<file path="config.mk">
export PLATFORM = sky130hd
export DESIGN_NAME = id_ex_stage_flat
export DESIGN_NICKNAME = d
export VERILOG_FILES = /design/src/rtl/id_ex_if.sv /design/src/rtl/id_ex_stage.sv /design/src/flat_wrapper.sv
export SDC_FILE = /design/constraint.sdc
export NUM_CORES = 1
export LEC_CHECK = 0
export ABC_AREA = 1
export CORE_ASPECT_RATIO = 1.4
export CORE_MARGIN = 8
export CORE_UTILIZATION = 43
export DETAILED_ROUTE_END_ITERATION = 7
export PLACE_DENSITY_LB_ADDON = 0.2
export SETUP_SLACK_MARGIN = 0.05
export SLEW_MARGIN = 20
export SYNTH_ARGS = -nofsm -noshare
export SYNTH_HDL_FRONTEND = slang
export SYNTH_SLANG_ARGS = --single-unit
</file>
<file path="constraint.sdc">
create_clock -name clk -period 8 [get_ports clk]
set_clock_uncertainty 0.2 [all_clocks]
set_input_delay 0.8 -clock clk [delete_from_list [all_inputs] [get_ports clk]]
set_output_delay 0.8 -clock clk [all_outputs]
set_load 0.05 [all_outputs]
</file>
<file path="src/rtl/id_ex_if.sv">
// Decode-to-execute bundle: ID-side operands/control in, EX-side ALU inputs and control out.
// The writeback snoop signals are only consumed when ID_EX_WB_BYPASS_EN is defined.
interface id_ex_if #(
    parameter int XLEN = 32,
    parameter int RA_W = 5
);
    logic            id_valid;
    logic            stall;
    logic            flush;
    logic [XLEN-1:0] id_pc;
    logic [6:0]      id_opcode;
    logic [2:0]      id_funct3;
    logic            id_funct7_5;
    logic [RA_W-1:0] id_rs1;
    logic [RA_W-1:0] id_rs2;
    logic [RA_W-1:0] id_rd;
    logic [XLEN-1:0] id_rs1_data;
    logic [XLEN-1:0] id_rs2_data;
    logic [XLEN-1:0] id_imm;
    logic            wb_we;
    logic [RA_W-1:0] wb_rd;
    logic [XLEN-1:0] wb_data;

    logic            ex_valid;
    logic [XLEN-1:0] ex_ina;
    logic [XLEN-1:0] ex_inb;
    logic [3:0]      ex_aluop;
    logic [XLEN-1:0] ex_store_data;
    logic [RA_W-1:0] ex_rd;
    logic [XLEN-1:0] ex_pc;
    logic            ex_reg_write;
    logic            ex_mem_read;
    logic            ex_mem_write;
    logic            ex_branch;
    logic            ex_jump;
    logic            ex_illegal;

    modport master (
        output id_valid, stall, flush, id_pc, id_opcode, id_funct3, id_funct7_5,
               id_rs1, id_rs2, id_rd, id_rs1_data, id_rs2_data, id_imm,
               wb_we, wb_rd, wb_data,
        input  ex_valid, ex_ina, ex_inb, ex_aluop, ex_store_data, ex_rd, ex_pc,
               ex_reg_write, ex_mem_read, ex_mem_write, ex_branch, ex_jump, ex_illegal
    );

    modport slave (
        input  id_valid, stall, flush, id_pc, id_opcode, id_funct3, id_funct7_5,
               id_rs1, id_rs2, id_rd, id_rs1_data, id_rs2_data, id_imm,
               wb_we, wb_rd, wb_data,
        output ex_valid, ex_ina, ex_inb, ex_aluop, ex_store_data, ex_rd, ex_pc,
               ex_reg_write, ex_mem_read, ex_mem_write, ex_branch, ex_jump, ex_illegal
    );
endinterface

</file>
<file path="src/rtl/id_ex_stage.sv">
// ID/EX pipeline register: decodes ALU opcode and operand sources, then registers them for EX.
// Optional macro ID_EX_WB_BYPASS_EN forwards same-cycle writeback data into rs1/rs2 at load.
module id_ex_stage #(
    parameter int XLEN = 32,
    parameter int RA_W = 5
) (
    input  logic   clk,
    input  logic   reset,
    id_ex_if.slave bus
);
    localparam logic [3:0] ALU_ADD  = 4'b0010;
    localparam logic [3:0] ALU_SUB  = 4'b0110;
    localparam logic [3:0] ALU_AND  = 4'b0000;
    localparam logic [3:0] ALU_OR   = 4'b0001;
    localparam logic [3:0] ALU_XOR  = 4'b0011;
    localparam logic [3:0] ALU_SRL  = 4'b0101;
    localparam logic [3:0] ALU_SLL  = 4'b0100;
    localparam logic [3:0] ALU_SRA  = 4'b1001;
    localparam logic [3:0] ALU_SLTU = 4'b0111;
    localparam logic [3:0] ALU_SLT  = 4'b1000;

    localparam logic [6:0] OP_R      = 7'b0110011;
    localparam logic [6:0] OP_I      = 7'b0010011;
    localparam logic [6:0] OP_LOAD   = 7'b0000011;
    localparam logic [6:0] OP_STORE  = 7'b0100011;
    localparam logic [6:0] OP_BRANCH = 7'b1100011;
    localparam logic [6:0] OP_LUI    = 7'b0110111;
    localparam logic [6:0] OP_AUIPC  = 7'b0010111;
    localparam logic [6:0] OP_JAL    = 7'b1101111;
    localparam logic [6:0] OP_JALR   = 7'b1100111;

    localparam logic [XLEN-1:0] SHAMT_MASK = XLEN'(5'h1F);

    function automatic logic [3:0] f_alu(input logic [2:0] f3, input logic f7_5);
        logic [3:0] code;
        case (f3)
            3'b000:  code = f7_5 ? ALU_SUB : ALU_ADD;
            3'b001:  code = ALU_SLL;
            3'b010:  code = ALU_SLT;
            3'b011:  code = ALU_SLTU;
            3'b100:  code = ALU_XOR;
            3'b101:  code = f7_5 ? ALU_SRA : ALU_SRL;
            3'b110:  code = ALU_OR;
            default: code = ALU_AND;
        endcase
        return code;
    endfunction

    logic [XLEN-1:0] w_rs1_val;
    logic [XLEN-1:0] w_rs2_val;
    logic [XLEN-1:0] w_ina;
    logic [XLEN-1:0] w_inb;
    logic [3:0]      w_aluop;
    logic            w_shift;
    logic            w_reg_write;
    logic            w_mem_read;
    logic            w_mem_write;
    logic            w_branch;
    logic            w_jump;
    logic            w_illegal;
    logic            w_bubble;

`ifdef ID_EX_WB_BYPASS_EN
    assign w_rs1_val = (bus.wb_we && (bus.wb_rd != '0) && (bus.wb_rd == bus.id_rs1))
                       ? bus.wb_data : bus.id_rs1_data;
    assign w_rs2_val = (bus.wb_we && (bus.wb_rd != '0) && (bus.wb_rd == bus.id_rs2))
                       ? bus.wb_data : bus.id_rs2_data;
`else
    logic w_unused_wb;
    assign w_unused_wb = ^{bus.wb_we, bus.wb_rd, bus.wb_data, bus.id_rs1, bus.id_rs2};
    assign w_rs1_val   = bus.id_rs1_data;
    assign w_rs2_val   = bus.id_rs2_data;
`endif

    always_comb begin
        w_ina       = w_rs1_val;
        w_inb       = w_rs2_val;
        w_aluop     = ALU_ADD;
        w_shift     = 1'b0;
        w_reg_write = 1'b0;
        w_mem_read  = 1'b0;
        w_mem_write = 1'b0;
        w_branch    = 1'b0;
        w_jump      = 1'b0;
        w_illegal   = 1'b0;
        case (bus.id_opcode)
            OP_R: begin
                w_aluop     = f_alu(bus.id_funct3, bus.id_funct7_5);
                w_shift     = (bus.id_funct3 == 3'b001) || (bus.id_funct3 == 3'b101);
                w_reg_write = 1'b1;
            end
            OP_I: begin
                // addi has no subtract form, so funct7_5 (an imm bit) is ignored there
                w_inb       = bus.id_imm;
                w_aluop     = (bus.id_funct3 == 3'b000) ? ALU_ADD
                                                        : f_alu(bus.id_funct3, bus.id_funct7_5);
                w_shift     = (bus.id_funct3 == 3'b001) || (bus.id_funct3 == 3'b101);
                w_reg_write = 1'b1;
            end
            OP_LOAD: begin
                w_inb       = bus.id_imm;
                w_mem_read  = 1'b1;
                w_reg_write = 1'b1;
            end
            OP_STORE: begin
                w_inb       = bus.id_imm;
                w_mem_write = 1'b1;
            end
            OP_BRANCH: begin
                w_aluop  = ALU_SUB;
                w_branch = 1'b1;
            end
            OP_LUI: begin
                w_ina       = '0;
                w_inb       = bus.id_imm;
                w_reg_write = 1'b1;
            end
            OP_AUIPC: begin
                w_ina       = bus.id_pc;
                w_inb       = bus.id_imm;
                w_reg_write = 1'b1;
            end
            OP_JAL, OP_JALR: begin
                w_ina       = bus.id_pc;
                w_inb       = XLEN'(4);
                w_jump      = 1'b1;
                w_reg_write = 1'b1;
            end
            default: w_illegal = 1'b1;
        endcase
        // Only shamt survives so the ALU never sees an out-of-range shift amount
        if (w_shift) w_inb = w_inb & SHAMT_MASK;
        if (bus.id_rd == '0) w_reg_write = 1'b0;
    end

    assign w_bubble = bus.flush || (!bus.stall && !bus.id_valid);

    logic            r_valid;
    logic [XLEN-1:0] r_ina;
    logic [XLEN-1:0] r_inb;
    logic [3:0]      r_aluop;
    logic [XLEN-1:0] r_store_data;
    logic [RA_W-1:0] r_rd;
    logic [XLEN-1:0] r_pc;
    logic            r_reg_write;
    logic            r_mem_read;
    logic            r_mem_write;
    logic            r_branch;
    logic            r_jump;
    logic            r_illegal;

    always_ff @(posedge clk or posedge reset) begin
        if (reset) begin
            r_valid      <= 1'b0;
            r_ina        <= '0;
            r_inb        <= '0;
            r_aluop      <= '0;
            r_store_data <= '0;
            r_rd         <= '0;
            r_pc         <= '0;
            r_reg_write  <= 1'b0;
            r_mem_read   <= 1'b0;
            r_mem_write  <= 1'b0;
            r_branch     <= 1'b0;
            r_jump       <= 1'b0;
            r_illegal    <= 1'b0;
        end else if (w_bubble) begin
            // Bubble kills side effects only; datapath fields keep their last value
            r_valid     <= 1'b0;
            r_reg_write <= 1'b0;
            r_mem_read  <= 1'b0;
            r_mem_write <= 1'b0;
            r_branch    <= 1'b0;
            r_jump      <= 1'b0;
            r_illegal   <= 1'b0;
        end else if (!bus.stall) begin
            r_valid      <= 1'b1;
            r_ina        <= w_ina;
            r_inb        <= w_inb;
            r_aluop      <= w_aluop;
            r_store_data <= w_rs2_val;
            r_rd         <= bus.id_rd;
            r_pc         <= bus.id_pc;
            r_reg_write  <= w_reg_write;
            r_mem_read   <= w_mem_read;
            r_mem_write  <= w_mem_write;
            r_branch     <= w_branch;
            r_jump       <= w_jump;
            r_illegal    <= w_illegal;
        end
    end

    assign bus.ex_valid      = r_valid;
    assign bus.ex_ina        = r_ina;
    assign bus.ex_inb        = r_inb;
    assign bus.ex_aluop      = r_aluop;
    assign bus.ex_store_data = r_store_data;
    assign bus.ex_rd         = r_rd;
    assign bus.ex_pc         = r_pc;
    assign bus.ex_reg_write  = r_reg_write;
    assign bus.ex_mem_read   = r_mem_read;
    assign bus.ex_mem_write  = r_mem_write;
    assign bus.ex_branch     = r_branch;
    assign bus.ex_jump       = r_jump;
    assign bus.ex_illegal    = r_illegal;
endmodule

</file>
<file path="src/flat_wrapper.sv">
// flat-port wrapper written by rule: the top's interface ports become plain ports
module id_ex_stage_flat 
#(
    parameter int XLEN = 32,
    parameter int RA_W = 5
)
  (clk, reset, bus_id_valid, bus_stall, bus_flush, bus_id_pc, bus_id_opcode, bus_id_funct3, bus_id_funct7_5, bus_id_rs1, bus_id_rs2, bus_id_rd, bus_id_rs1_data, bus_id_rs2_data, bus_id_imm, bus_wb_we, bus_wb_rd, bus_wb_data, bus_ex_valid, bus_ex_ina, bus_ex_inb, bus_ex_aluop, bus_ex_store_data, bus_ex_rd, bus_ex_pc, bus_ex_reg_write, bus_ex_mem_read, bus_ex_mem_write, bus_ex_branch, bus_ex_jump, bus_ex_illegal);
  id_ex_if #(.XLEN(XLEN), .RA_W(RA_W)) bus_i ();
  input  logic clk;
  input  logic reset;
  input wire logic [$bits(bus_i.id_valid)-1:0] bus_id_valid;
  input wire logic [$bits(bus_i.stall)-1:0] bus_stall;
  input wire logic [$bits(bus_i.flush)-1:0] bus_flush;
  input wire logic [$bits(bus_i.id_pc)-1:0] bus_id_pc;
  input wire logic [$bits(bus_i.id_opcode)-1:0] bus_id_opcode;
  input wire logic [$bits(bus_i.id_funct3)-1:0] bus_id_funct3;
  input wire logic [$bits(bus_i.id_funct7_5)-1:0] bus_id_funct7_5;
  input wire logic [$bits(bus_i.id_rs1)-1:0] bus_id_rs1;
  input wire logic [$bits(bus_i.id_rs2)-1:0] bus_id_rs2;
  input wire logic [$bits(bus_i.id_rd)-1:0] bus_id_rd;
  input wire logic [$bits(bus_i.id_rs1_data)-1:0] bus_id_rs1_data;
  input wire logic [$bits(bus_i.id_rs2_data)-1:0] bus_id_rs2_data;
  input wire logic [$bits(bus_i.id_imm)-1:0] bus_id_imm;
  input wire logic [$bits(bus_i.wb_we)-1:0] bus_wb_we;
  input wire logic [$bits(bus_i.wb_rd)-1:0] bus_wb_rd;
  input wire logic [$bits(bus_i.wb_data)-1:0] bus_wb_data;
  output wire logic [$bits(bus_i.ex_valid)-1:0] bus_ex_valid;
  output wire logic [$bits(bus_i.ex_ina)-1:0] bus_ex_ina;
  output wire logic [$bits(bus_i.ex_inb)-1:0] bus_ex_inb;
  output wire logic [$bits(bus_i.ex_aluop)-1:0] bus_ex_aluop;
  output wire logic [$bits(bus_i.ex_store_data)-1:0] bus_ex_store_data;
  output wire logic [$bits(bus_i.ex_rd)-1:0] bus_ex_rd;
  output wire logic [$bits(bus_i.ex_pc)-1:0] bus_ex_pc;
  output wire logic [$bits(bus_i.ex_reg_write)-1:0] bus_ex_reg_write;
  output wire logic [$bits(bus_i.ex_mem_read)-1:0] bus_ex_mem_read;
  output wire logic [$bits(bus_i.ex_mem_write)-1:0] bus_ex_mem_write;
  output wire logic [$bits(bus_i.ex_branch)-1:0] bus_ex_branch;
  output wire logic [$bits(bus_i.ex_jump)-1:0] bus_ex_jump;
  output wire logic [$bits(bus_i.ex_illegal)-1:0] bus_ex_illegal;
  assign bus_i.id_valid = bus_id_valid;
  assign bus_i.stall = bus_stall;
  assign bus_i.flush = bus_flush;
  assign bus_i.id_pc = bus_id_pc;
  assign bus_i.id_opcode = bus_id_opcode;
  assign bus_i.id_funct3 = bus_id_funct3;
  assign bus_i.id_funct7_5 = bus_id_funct7_5;
  assign bus_i.id_rs1 = bus_id_rs1;
  assign bus_i.id_rs2 = bus_id_rs2;
  assign bus_i.id_rd = bus_id_rd;
  assign bus_i.id_rs1_data = bus_id_rs1_data;
  assign bus_i.id_rs2_data = bus_id_rs2_data;
  assign bus_i.id_imm = bus_id_imm;
  assign bus_i.wb_we = bus_wb_we;
  assign bus_i.wb_rd = bus_wb_rd;
  assign bus_i.wb_data = bus_wb_data;
  assign bus_ex_valid = bus_i.ex_valid;
  assign bus_ex_ina = bus_i.ex_ina;
  assign bus_ex_inb = bus_i.ex_inb;
  assign bus_ex_aluop = bus_i.ex_aluop;
  assign bus_ex_store_data = bus_i.ex_store_data;
  assign bus_ex_rd = bus_i.ex_rd;
  assign bus_ex_pc = bus_i.ex_pc;
  assign bus_ex_reg_write = bus_i.ex_reg_write;
  assign bus_ex_mem_read = bus_i.ex_mem_read;
  assign bus_ex_mem_write = bus_i.ex_mem_write;
  assign bus_ex_branch = bus_i.ex_branch;
  assign bus_ex_jump = bus_i.ex_jump;
  assign bus_ex_illegal = bus_i.ex_illegal;
  id_ex_stage #(.XLEN(XLEN), .RA_W(RA_W)) u_core (.clk(clk), .reset(reset), .bus(bus_i));
endmodule
</file>
---- After elaboration in Yosys (flattened, before gate mapping) ----
Index checks and enable logic that the tools add are counted.
word-level totals
  bits in registers ....................... 144
  input bits .............................. 197
operators by class
  equality and inequality tests ........... 16
  mux-type cells .......................... 31
  bitwise logic cells ..................... 2
  reductions and logical operators ........ 14
operators with widths
  cell                count
  $pmux 32 s2         2
  $mux 32             1
  $pmux 4 s7          1
  $pmux 4 s6          1
  $mux 1              22
  $eq 7x6->1 const B  3
  $eq 7x7->1 const B  3
  $eq 7x5->1 const B  2
  $pmux 4 s3          1
  $eq 3x3->1 const B  3
  $reduce_or 9->1     1
  $mux 4              2
  $eq 7x2->1 const B  1
  $reduce_or 7->1     1
  $eq 3x2->1 const B  2
  $logic_not 5->1     1
  $reduce_or 5->1     1
  $reduce_or 2->1     2
  $eq 3x1->1 const B  1
  $logic_not 3->1     1
  $mux 3              1
  $reduce_or 3->1     1
  $logic_not 1->1     2
  $logic_or 1x1->1    2
  4 further kinds     5

---- Depth between registers and ports, before layout ----
  word-level depth ........................ 6
  depth in mapped cells ................... 11

---- Worst setup path before layout ----
No wires, ideal clock.
  kind .................................... input port to flip-flop
  start ................................... input port bus_stall
  end ..................................... register u_core.r_ina[11] (netlist: u_core.bus.ex_ina[11])
  setup time .............................. 0.128 ns
  arrival ................................. 1.675 ns
  data required time ...................... 7.672 ns
  setup slack ............................. 5.997 ns
  stages .................................. 8
  path buffers ............................ 3
  path through ............................ buf_4 > nor2_4 > nor2_8 > nand2_8 > buf_6 > buf_2 > nand2_1 > o211ai_2
between the ends
  longest elaborated chain between the ends .. 5
  elaborated cells between the ends (all ways) .. 6
  classes of those cells .................. 2 x bitwise; 4 x reduce/logical
RTL lines
  item                          RTL line            RTL
  start, declared               flat_wrapper.sv:12  input wire logic [$bits(bus_i.stall)-1:0] bus_stall;
  $logic_not 1->1               id_ex_stage.sv:136  assign w_bubble = bus.flush || (!bus.stall && !bus.id_valid);
  $logic_and 1x1->1             id_ex_stage.sv:136
  $logic_or 1x1->1              id_ex_stage.sv:136
  $not 1->1 (no line)           --
  $reduce_and 2->1 (no line) *  --
  end signal, assigned          id_ex_stage.sv:178  r_ina <= w_ina;
  end, declared                 id_ex_stage.sv:139  logic [XLEN-1:0] r_ina;
Mark *: on every way between the ends. The rest lies on a longest branch, timed or not.
A chain may end at the register's enable or synchronous reset.

---- Worst setup path in the final report ----
  start ................................... input port bus_stall
  end ..................................... register u_core.r_ina[29] (netlist: u_core.bus.ex_ina[29])
The elaborated chain is that of the path after synthesis.

==> impl_results.html <==
<table>
<tr><th>Metric</th><th>Value</th></tr>
<tr><th colspan="2">Run status</th></tr>
<tr><td>Status</td><td>completed</td></tr>
<tr><th colspan="2">Placement</th></tr>
<tr><td>DP Wirelength</td><td>15200 µm</td></tr>
<tr><td>Cell area after placement</td><td>9380 µm²</td></tr>
<tr><td>Final GP Congestion</td><td>0.883</td></tr>
<tr><td>Number of I/O port buffers</td><td>292</td></tr>
<tr><td>Worst Setup Slack post-DPL</td><td>4.01 ns</td></tr>
<tr><th colspan="2">Clock tree</th></tr>
<tr><td>PostCTS Resize Cnt</td><td>0</td></tr>
<tr><td>Cts bufs inserted</td><td>17</td></tr>
<tr><td>Number of sinks driven by the clock tree</td><td>144</td></tr>
<tr><td>Clk pin slew, worst setup/hold paths</td><td>0.07 ns</td></tr>
<tr><td>Number of buffers inserted by post-CTS setup repair</td><td>0</td></tr>
<tr><td>CTS tree</td><td>yes</td></tr>
<tr><td>Clk Tree Root Cell</td><td>clkbuf_16</td></tr>
<tr><td>Total number of H-tree levels</td><td>4</td></tr>
<tr><td>Clock insertion delay at the later pin of the skew report</td><td>0.42 ns</td></tr>
<tr><td>Maximum buffer depth of the clock tree</td><td>2</td></tr>
<tr><td>Count of hold buffers inserted by post-cts repair</td><td>0</td></tr>
<tr><th colspan="2">STA</th></tr>
<tr><td>Min cycle time layout</td><td>3.42 ns</td></tr>
<tr><td>Final count of negative-setup-slack endpoints</td><td>0</td></tr>
<tr><td>Final setup margin</td><td>4.58 ns</td></tr>
<tr><td>Slew at the pin closest to its max-slew limit</td><td>0.989 ns</td></tr>
<tr><td>Setup repair after global routing missed its margin</td><td>no</td></tr>
<tr><td>Number of pins exceeding their max-slew limit in the final report</td><td>0</td></tr>
<tr><td>Highest Clock Rate</td><td>292 MHz</td></tr>
<tr><td>Number of endpoints with negative hold slack in the final report</td><td>0</td></tr>
<tr><td>Slew Limit Headroom</td><td>34.1%</td></tr>
<tr><td>Setup TNS</td><td>0 ns</td></tr>
<tr><td>Crit share post-route</td><td>42.7%</td></tr>
<tr><th colspan="2">GRT</th></tr>
<tr><td>Via count of the first global-routing pass</td><td>6351</td></tr>
<tr><td>Global-route total usage across every layer</td><td>22.5%</td></tr>
<tr><td>First-pass GRT wire length</td><td>34300 µm</td></tr>
<tr><td>Total grt overflow</td><td>0</td></tr>
<tr><td>Largest net degree at the start of global routing</td><td>146</td></tr>
<tr><td>Number of antenna violations at the first check in global routing</td><td>0</td></tr>
<tr><th colspan="2">Yosys</th></tr>
<tr><td>Number of register bits inferred by synthesis</td><td>144</td></tr>
<tr><td>Mean post-synth cell area</td><td>8.52 µm²</td></tr>
<tr><td>Net Count, Synth</td><td>959</td></tr>
<tr><td>Most used flip-flop cell after synthesis</td><td>dfrtp_1</td></tr>
<tr><td>Area of the mapped netlist</td><td>6490 µm²</td></tr>
<tr><td>Yosys synthesis warning count</td><td>0</td></tr>
<tr><td>Ranking of synthesized cells by instance count</td><td>nand2_1 (405), dfrtp_1 (144), nand3_1 (56), buf_2 (23), o211ai_1 (22)</td></tr>
<tr><td>Cell with the most instances after synthesis</td><td>nand2_1</td></tr>
<tr><td>Number of enable-type register cells in the synthesized netlist</td><td>0</td></tr>
<tr><td>Share of the synthesized area in the top cell type</td><td>55.5%</td></tr>
<tr><td>FFs w/ async S/R, synth</td><td>100%</td></tr>
<tr><td>Synth area leader</td><td>dfrtp_1</td></tr>
<tr><td>Cell types with the largest area share after synthesis</td><td>dfrtp_1 (55%), nand2_1 (23%), nand3_1 (4.3%)</td></tr>
<tr><td>Sequential-to-total area share from yosys stat</td><td>55.5%</td></tr>
<tr><td>Number of distinct library cell variants in the gate-level netlist after synthesis</td><td>31</td></tr>
<tr><td>Instance count of the mapped netlist</td><td>762</td></tr>
<tr><th colspan="2">Detailed routing</th></tr>
<tr><td>DR vias</td><td>6129</td></tr>
<tr><td>Count of antenna-violating nets left after detailed routing</td><td>0</td></tr>
<tr><td>Violation count after the first detailed-route iteration</td><td>484</td></tr>
<tr><td>Drt wl/cell</td><td>17.4 µm</td></tr>
<tr><td>Post-Route WL</td><td>21500 µm</td></tr>
<tr><td>First-pass iteration count of the detailed router</td><td>5</td></tr>
<tr><td>Via-to-Cell Ratio</td><td>4.95</td></tr>
<tr><td>DRC violations left</td><td>0</td></tr>
<tr><th colspan="2">Worst setup path</th></tr>
<tr><td>Critical-path top delay cell</td><td>inv_6</td></tr>
<tr><td>Crit path max fanout</td><td>145</td></tr>
<tr><td>Crit end category</td><td>register</td></tr>
<tr><td>Setup CP Type</td><td>input pin to register</td></tr>
<tr><td>Category of the worst setup path launch point</td><td>input pin</td></tr>
<tr><td>Cells along the critical path</td><td>clkdlybuf4s50_1 &gt; nor2_4 &gt; nor2_8 &gt; nand2_8 &gt; inv_6 &gt; nand2_1 &gt; o211ai_1</td></tr>
<tr><td>Arr. time, crit path</td><td>3.56 ns</td></tr>
<tr><td>Required time reported for the critical path endpoint</td><td>8.14 ns</td></tr>
<tr><td>Slowest cell delay on critical path</td><td>0.79 ns</td></tr>
<tr><th colspan="2">Pwr</th></tr>
<tr><td>Switch share</td><td>37.6%</td></tr>
<tr><td>Internal</td><td>1.60 mW</td></tr>
<tr><td>Combinational fraction of design power</td><td>34.2%</td></tr>
<tr><td>Sw Pwr</td><td>964 µW</td></tr>
<tr><td>Fraction of power consumed by sequential logic</td><td>34.8%</td></tr>
<tr><td>Worst ir drop on vdd</td><td>0.000148 V</td></tr>
<tr><td>Areal power density over the cells</td><td>257 nW/µm²</td></tr>
<tr><td>Fraction of power consumed by the clock network</td><td>31.1%</td></tr>
<tr><td>Static leakage power</td><td>4.72 nW</td></tr>
<tr><th colspan="2">Finish</th></tr>
<tr><td>Area added between synthesis and finish</td><td>53.5%</td></tr>
<tr><td>Number of nets in the final layout</td><td>1231</td></tr>
<tr><td>Final core utilization</td><td>66.8%</td></tr>
<tr><td>Final Cell Area</td><td>9970 µm²</td></tr>
<tr><td>Fraction of final layout cells with drive strength greater than 1</td><td>7.07%</td></tr>
<tr><td>Antenna diode instance count</td><td>0</td></tr>
<tr><th colspan="2">Floorplan</th></tr>
<tr><td>Area of the core</td><td>14900 µm²</td></tr>
<tr><td>Area of the die</td><td>19300 µm²</td></tr>
<tr><td>Die X</td><td>120 µm</td></tr>
<tr><td>Die height</td><td>161 µm</td></tr>
<tr><td>Initial cell density of the core</td><td>43.5%</td></tr>
<tr><td>Number of placed I/O pins</td><td>341</td></tr>
<tr><td>Number of placement rows</td><td>53</td></tr>
<tr><th colspan="2">Min path</th></tr>
<tr><td>Min-Delay Path Class</td><td>register to register</td></tr>
<tr><th colspan="2">Run</th></tr>
<tr><td>Number of maximum-capacitance violations</td><td>0</td></tr>
</table>
placed cells by master, fill, tap and decap left out, types with 2 or more instances in the layout:
cell / n
o21ai_1: 7
inv_6: 5
o211ai_1: 22
clkinv_4: 3
nand2_2: 13
nor2_4: 5
inv_2: 3
nor3_1: 2
clkinvlp_4: 3
clkinv_2: 2
nor2_2: 3
o21ai_0: 3
buf_4: 2
nor2_1: 14
nand4_1: 6
inv_1: 14
nand2_1: 405
clkdlybuf4s50_1: 292
clkbuf_16: 17
dfrtp_1: 144
bufinv_16: 2
nand3_1: 56
o21a_1: 2
o211ai_2: 10
worst max-delay path: cells and delay by family:
| family | cells | cell delay [ns] |
|---|---|---|
| AO/OA/AOI/OAI | 1 | 0.23 |
| AND/OR/NAND/NOR | 4 | 0.96 |
| buffers and inverters | 2 | 1.49 |
final cells by class:
type	instances	area, µm²
Fill cell	1256	4950
Sequential cell	144	3600
Timing Repair Buffer	294	2940
Multi-Input combinational cell	558	2520
Clock buffer	18	429
Tap cell	192	240
Clock inverter	14	156
Inverter	19	81.3
power groups by stage:
stage	clock, mW	sequential (mW)	combinational, mW
2_1_floorplan	0	1.28	0.158
3_3_place_gp	0	0.900	0.878
3_5_place_dp	0	0.902	0.885
4_1_cts	0.811	0.892	0.887
5_1_grt	0.840	0.904	0.926
6_report	0.797	0.892	0.876
state kept, by name, indices dropped and copies added (netlist names):
name / flops
u_core.bus.ex_inb: 32
u_core.bus.ex_store_data: 32
u_core.bus.ex_valid: 1
u_core.bus.ex_jump: 1
u_core.bus.ex_mem_write: 1
u_core.bus.ex_ina: 32
u_core.bus.ex_illegal: 1
u_core.bus.ex_branch: 1
u_core.bus.ex_pc: 32
u_core.bus.ex_reg_write: 1
u_core.bus.ex_rd: 5
u_core.bus.ex_aluop: 4
u_core.bus.ex_mem_read: 1
final timing paths:
path                                                      to  slack [ns]                   from  cells after the start
worst max-delay path                   u_core.bus.ex_ina[29]        4.58              bus_stall                      7
worst min-delay path                   u_core.bus.ex_inb[28]        0.28  u_core.bus.ex_inb[28]                      2
worst max register to register         u_core.bus.ex_ina[21]        7.08  u_core.bus.ex_ina[21]                      2
worst min register to register         u_core.bus.ex_inb[28]        0.28  u_core.bus.ex_inb[28]                      2
max in group asynchronous       u_core.bus.ex_store_data[18]        5.52                  reset                      3
min in group asynchronous       u_core.bus.ex_store_data[14]        0.66                  reset                      2
cells by family (layout without fill, tap and decap cells):
kind of cell / after synthesis / after routing / share of synthesized area [%]
AO/OA/AOI/OAI: 49 / 49 / 6.09
flip-flops: 144 / 144 / 55.5
AND/OR/NAND/NOR: 509 / 509 / 32.7
buffers and inverters: 60 / 345 / 5.72
routing by layer:
metal | routed length (µm) | vias up | global-route usage, % | part of all wire, %
met2 | 10600 | 242 | 37.8 | 49
li1 | - | 2970 | - | -
met4 | 558 | 0 | 8.38 | 2.6
met1 | 8490 | 2882 | 25.4 | 39
met3 | 1910 | 35 | 8.35 | 8.9
met5 | 0 | - | 0 | 0
through the flow:
stage	instances	hold slack, ns	power [mW]
CTS	1239	0.281	2.59
detailed placement	1207	0.265	1.79
global route	1239	0.294	2.67
floorplan	762	0.556	1.44
finish	1239	0.276	2.57
global placement	1207	0.260	1.78
No activity file was read; power rests on OpenSTA's default activity.
